--- config.mk ---
export PLATFORM = sky130hd
export DESIGN_NAME = hart_dcache_tlc_sched
export DESIGN_NICKNAME = d
export VERILOG_FILES = /design/src/rtl/hart_dcache_tlc_sched.sv
export SDC_FILE = /design/constraint.sdc
export NUM_CORES = 1
export LEC_CHECK = 0
export CORE_MARGIN = 8
export CORE_UTILIZATION = 45
export DETAILED_ROUTE_END_ITERATION = 16
export DONT_BUFFER_PORTS = 1
export HOLD_SLACK_MARGIN = 0.03
export SETUP_SLACK_MARGIN = 0.2
export SLEW_MARGIN = 20
export SYNTH_ARGS = -nofsm -noshare
export SYNTH_HDL_FRONTEND = slang
export SYNTH_SLANG_ARGS = --single-unit
--- constraint.sdc ---
create_clock -name clock -period 10.9 [get_ports clock]
set_input_delay 3.27 -clock clock [delete_from_list [all_inputs] [get_ports clock]]
set_output_delay 3.27 -clock clock [all_outputs]
set_load 0.01 [all_outputs]
--- src/rtl/hart_dcache_tlc_sched.sv ---
`default_nettype none
// ============================================================================
//  Module      : hart_dcache_tlc_sched
//  Description : TileLink channel C scheduler for the hart data cache.
//                Arbitrates ProbeAck(Data) from the probe handler against
//                Release(Data) from the writeback unit, locks the grant for
//                multibeat bursts and tracks the outstanding Release.
//  Revision    : 1.0 - initial release
// ============================================================================
module hart_dcache_tlc_sched #(
    parameter int   MAX_SIZE     = 6,
    parameter int   PROBE_STREAK = 4,
    parameter logic SOURCE_ID    = 1'b0
) (
    input  logic        clock,
    input  logic        reset,
    input  logic        p_valid,
    output logic        p_ready,
    input  logic [2:0]  p_opcode,
    input  logic [2:0]  p_param,
    input  logic [3:0]  p_size,
    input  logic [31:0] p_address,
    input  logic [31:0] p_data,
    input  logic        p_corrupt,
    input  logic        r_valid,
    output logic        r_ready,
    input  logic [2:0]  r_opcode,
    input  logic [2:0]  r_param,
    input  logic [3:0]  r_size,
    input  logic [31:0] r_address,
    input  logic [31:0] r_data,
    input  logic        r_corrupt,
    input  logic        c_ready,
    output logic        c_valid,
    output logic [2:0]  c_opcode,
    output logic [2:0]  c_param,
    output logic [3:0]  c_size,
    output logic [31:0] c_address,
    output logic [31:0] c_data,
    output logic        c_corrupt,
    output logic        c_source,
    input  logic        d_relack,
    output logic        rel_pending,
    output logic        err
);

    // Beat counter holds up to 2^MAX_SIZE/4 beats (32-bit beats).
    localparam int               c_CNT_W    = MAX_SIZE - 1;
    localparam int               c_STK_W    = $clog2(PROBE_STREAK + 1);
    localparam logic [c_CNT_W-1:0] c_ONE    = {{(c_CNT_W-1){1'b0}}, 1'b1};
    localparam logic [c_STK_W-1:0] c_STREAK = c_STK_W'(PROBE_STREAK);
    localparam logic [3:0]       c_MAX_SIZE = 4'(MAX_SIZE);

    localparam logic [1:0] c_IDLE    = 2'd0;
    localparam logic [1:0] c_BURST_P = 2'd1;
    localparam logic [1:0] c_BURST_R = 2'd2;

    logic [1:0]         r_state;
    logic [c_CNT_W-1:0] r_beatCnt;
    logic [c_STK_W-1:0] r_streak;
    logic               r_relPending;
    logic               r_err;
    logic [2:0]         r_burstOpcode;
    logic [3:0]         r_burstSize;

    logic               w_relElig;
    logic               w_grantP;
    logic               w_grantR;
    logic [2:0]         w_opcode;
    logic [3:0]         w_size;
    logic [3:0]         w_sizeClamp;
    logic               w_hasData;
    logic [c_CNT_W-1:0] w_beats;
    logic               w_fire;
    logic               w_last;
    logic               w_msgEnd;
    logic               w_anyErr;

    // Grant selection: priority to probes unless the streak limit is hit; locked in a burst.
    always_comb begin
        w_relElig = r_valid && !r_relPending;
        w_grantP  = 1'b0;
        w_grantR  = 1'b0;
        case (r_state)
            c_IDLE: begin
                w_grantP = p_valid && !(w_relElig && (r_streak == c_STREAK));
                w_grantR = w_relElig && !w_grantP;
            end
            c_BURST_P: w_grantP = 1'b1;
            c_BURST_R: w_grantR = 1'b1;
            default: ;
        endcase
        if (reset) begin
            w_grantP = 1'b0;
            w_grantR = 1'b0;
        end
    end

    assign c_valid   = (w_grantP && p_valid) || (w_grantR && r_valid);
    assign p_ready   = w_grantP && c_ready;
    assign r_ready   = w_grantR && c_ready;
    assign c_opcode  = w_grantR ? r_opcode  : p_opcode;
    assign c_param   = w_grantR ? r_param   : p_param;
    assign c_size    = w_grantR ? r_size    : p_size;
    assign c_address = w_grantR ? r_address : p_address;
    assign c_data    = w_grantR ? r_data    : p_data;
    assign c_corrupt = w_grantR ? r_corrupt : p_corrupt;
    assign c_source  = SOURCE_ID;

    assign w_opcode    = c_opcode;
    assign w_size      = c_size;
    assign w_hasData   = w_opcode[0];
    // Oversized messages are flagged as errors; clamping keeps the counter in range.
    assign w_sizeClamp = (w_size > c_MAX_SIZE) ? c_MAX_SIZE : w_size;
    assign w_beats     = (w_hasData && (w_sizeClamp >= 4'd2)) ? (c_ONE << (w_sizeClamp - 4'd2)) : c_ONE;
    assign w_fire      = c_valid && c_ready;
    assign w_last      = (r_state == c_IDLE) ? (w_beats == c_ONE) : (r_beatCnt == c_ONE);
    assign w_msgEnd    = w_fire && w_last;

    assign w_anyErr = (w_fire && w_grantP && (p_opcode[2:1] != 2'b10))
                   || (w_fire && w_grantR && (r_opcode[2:1] != 2'b11))
                   || (w_fire && (r_state != c_IDLE)
                       && ((w_opcode != r_burstOpcode) || (w_size != r_burstSize)))
                   || (w_fire && w_hasData && (w_size > c_MAX_SIZE))
                   || (d_relack && !r_relPending);

    // Burst FSM: load the beat counter on a multibeat first beat, count down to the last beat.
    always_ff @(posedge clock) begin
        if (reset) begin
            r_state       <= c_IDLE;
            r_beatCnt     <= '0;
            r_burstOpcode <= 3'd0;
            r_burstSize   <= 4'd0;
        end else begin
            case (r_state)
                c_IDLE: begin
                    if (w_fire && !w_last) begin
                        r_beatCnt     <= w_beats - c_ONE;
                        r_burstOpcode <= w_opcode;
                        r_burstSize   <= w_size;
                        r_state       <= w_grantR ? c_BURST_R : c_BURST_P;
                    end
                end
                c_BURST_P, c_BURST_R: begin
                    if (w_fire) begin
                        r_beatCnt <= r_beatCnt - c_ONE;
                        if (r_beatCnt == c_ONE) begin
                            r_state <= c_IDLE;
                        end
                    end
                end
                default: r_state <= c_IDLE;
            endcase
        end
    end

    // Fairness streak, outstanding-Release tracking and sticky error flag.
    always_ff @(posedge clock) begin
        if (reset) begin
            r_streak     <= '0;
            r_relPending <= 1'b0;
            r_err        <= 1'b0;
        end else begin
            if (w_msgEnd && w_grantR) begin
                r_streak <= '0;
            end else if (w_msgEnd && w_grantP && r_valid) begin
                if (r_streak != c_STREAK) begin
                    r_streak <= r_streak + 1'b1;
                end
            end else if ((r_state == c_IDLE) && !r_valid) begin
                r_streak <= '0;
            end
            // A new Release wins over a simultaneous ReleaseAck.
            if (w_msgEnd && w_grantR && (r_opcode[2:1] == 2'b11)) begin
                r_relPending <= 1'b1;
            end else if (d_relack) begin
                r_relPending <= 1'b0;
            end
            if (w_anyErr) begin
                r_err <= 1'b1;
            end
        end
    end

    assign rel_pending = r_relPending;
    assign err         = r_err;

endmodule
`default_nettype wire

==> reports/results.ini <==
[global_route]
grt_pass1_vias = 2827
gr-total-overflow = 0
grt_pass1_wl_mm = 15.42
antenna_found_initial = 0
grt.total_usage_pct = 22.48
grt_max_degree = 55

[sta]
setup_viol_count_final = 0
setup_slack_ns = 2.307
hold_violations = 0
relSlewSlack_pct = 43.46
rsz0062_at_grt = no
finClkSkew_ns = 0.001999
period_share_pct = 78.83
drv_slew = 0
fmax_mhz = 116.4
worst_pin_slew_ns = 0.8452
tns_ns = 0
period_needed_ns = 8.593
hold_slack_ns = 0.4810

[setup_path]
path_delay_family = buffers and inverters
cp.required_ns = 7.63
cp-end-kind = output pin
r2r_end = r_beatCnt[2]
cp_max_fo = 42
rr_worst_depth = 18
worst-setup-path-type = input port to output pin
crit_path_top_delay_cell = o2bb2ai_4
crit_chain = nand4bb_4 -> o2bb2ai_4 -> buf_4 -> mux2i_1 -> inv_1
reg2reg_from = r_state[0]
ff2ff_setup_slack_ns = 5.08
arrival_ns = 5.32
startpoint_type = input port
crit_buf_inv = 2
max_stage_delay_ns = 0.70

[yosys]
syn_inst = 453
syn_area_sq_um = 2643
synth_edf_count = 0
postSynth.asyncResetShare_pct = 0
synth.yosys.seq_area_share_pct = 14.39
synth_area_per_cell_sq_um = 5.833
ys.warnings.count = 0
ys_ff_latch = 19
ys_types = 59
synth_flop_cell = dfxtp_1
mappedNetlistNets = 619

[clock_network]
clk_pin_slew_ns = 0.07
cts_root_buf = clkbuf_8
htreeDepth = 1
cts_buffers = 3
insertion_delay_ns = 0.26
cts_resized = 0
cts.sinks = 19
holdBufCountCts = 0
tritoncts = done
cts_max_path_buffers = 2
cts_setup_buffers = 0

[floorplan]
initial_core_util_pct = 45.71
die_width_um = 92.63
die-height_um = 92.63
core_area_sq_um = 5781
io_pins = 237
die_area_sq_um = 8580
num_rows = 28

[placed_design]
dp.cells = 506
place_area_sq_um = 2670
dp_hpwl_mm = 9.038
io_buffer_count = 0
place_ws_ns = 2.309
place_congestion = 0.8816

[power]
switching_share_pct = 50.47
pwr-share-comb_pct = 59.9
p_int_w = 0.0001638
p_per_area_nw_per_um2 = 121.8
p_switching_w = 0.0001670
seqPwrFrac_pct = 24.9
irDropWorstVdd_v = 0.00005207
leakagePower_nw = 1.322
clock_power_share_pct = 15.2

[finish]
n_antenna_cell = 0
nets = 602
layout-drive-gt1-share_pct = 3.678
finalInstanceArea_sq_um = 2715
area_growth_pct = 2.746
stdcell_count = 510

[min_path]
worst_hold_path_type = register to register
min_from = r_state[1]
hold_depth = 2
worstHoldEndpoint = r_state[1]

[route]
avgViaCountPerCell = 5.918
wire_per_inst_um = 21.03
drcViolationCount = 0
finalWirelength_mm = 10.72
ant_nets = 0
first_pass_iters = 5
vias = 3018
drt_iter0_markers = 325

[run_status]
status = completed

[flow_run]
drv_cap = 0

-- placed cells by master, fill, tap and decap left out, drive strengths merged, types with 2 or more instances in the layout --
cell type	n
nand2	230
inv	23
nor2	21
dfxtp	19
mux2i	12
a21oi	11
a211oi	10
ha	10
nor3	9
o211ai	8
xnor2	6
nand3	6
clkbuf	4
nand2b	3
nor2b	3
a221oi	3
or3	3
mux2	2
nor3b	2
o32ai	2
nor4	2
nand4b	2
a32oi	2
a41oi	2
o22ai	2
o2111ai	2
or4bb	2
o31ai	2
a211o	2
and3	2
a31oi	2
o21ai	2
nand4	2
xor2	2
buf	2
or4	2
-- kinds of logic (layout without fill, tap and decap cells) --
logic type	Yosys count	after routing	share of synthesized area [%]
simple gates	293	293	46.97
compound gates	61	61	18.47
buf+inv	47	29	7.244
flops	19	19	14.39
mux	14	14	5.398
fa+ha+maj	10	10	4.735
xor+xnor	8	8	2.652
other cells	1	1	0.1419
-- metrics by stage --
| step | total power (W) | utilization, % |
|---|---|---|
| global placement | 0.0002805 | 46.19 |
| floorplan | 0.0002455 | - |
| CTS | 0.0003335 | 46.97 |
| detailed placement | 0.0002826 | 46.19 |
| finish | 0.0003308 | 46.97 |
| global route | 0.0003590 | 46.97 |
-- worst min-delay path, cell delays in order, from the launching register on --
cell	delay (ns)
dfxtp_1	0.32
nand2_1	0.06
mux2i_1	0.05
-- power by group through the flow --
stage                     registers [W]  clock network, W  logic [W]
after floorplan               0.0000825                 0   0.000163
after global placement        0.0000839                 0   0.000197
after detailed placement      0.0000840                 0   0.000199
after CTS                     0.0000825         0.0000518   0.000199
after global routing          0.0000832         0.0000559   0.000220
final                         0.0000825         0.0000502   0.000198
-- cell usage after synthesis, drive strengths merged, types with 3 or more instances --
library cell  count  area, sq um
a211oi           10        75.07
a21oi            11        55.05
a221oi            3        32.53
buf               8        45.04
clkbuf           16        60.06
dfxtp            19        380.4
ha               10        125.1
inv              23        86.33
mux2i            12        120.1
nand2           230        863.3
nand2b            3        18.77
nand3             6        30.03
nor2             21        78.83
nor2b             3        18.77
nor3              9        45.04
o211ai            8        73.82
or3               3        23.77
xnor2             6        52.55
-- area by class of cell --
type | instances | area [sq um]
multi-input combinational | 387 | 2095
clock buffer | 4 | 45.04
sequential | 19 | 380.4
tap | 75 | 93.84
timing repair buffer | 2 | 15.01
inverter | 23 | 86.33
fill | 625 | 3065
-- sequential cells by signal, summed over array words and instances, names as in the netlist --
register       cells
err                1
r_burstOpcode      3
r_burstSize        4
r_state            2
r_streak           3
r_beatCnt          5
rel_pending        1
-- worst max path at each step --
| stage | end | startpoint | slack [ns] | cells past startpoint |
|---|---|---|---|---|
| after global placement | c_size[2] | reset | 2.35 | 5 |
| after CTS | c_size[2] | reset | 2.31 | 5 |
| final | c_size[2] | reset | 2.31 | 5 |
| after global routing | c_size[2] | reset | 2.12 | 5 |
| after detailed placement | c_size[2] | reset | 2.31 | 5 |
| after floorplan | c_data[22] | reset | 2.68 | 8 |
-- metal layers --
| layer | vias up | GRT usage, % | share of wire (%) |
|---|---|---|---|
| met1 | 1375 | 26.58 | 39 |
| met3 | 19 | 10.19 | 11 |
| met5 | - | 0 | 0 |
| met2 | 157 | 36.29 | 48 |
| met4 | 0 | 5.235 | 1.7 |
| li1 | 1467 | - | - |
No activity file was read; power rests on OpenSTA's default activity.
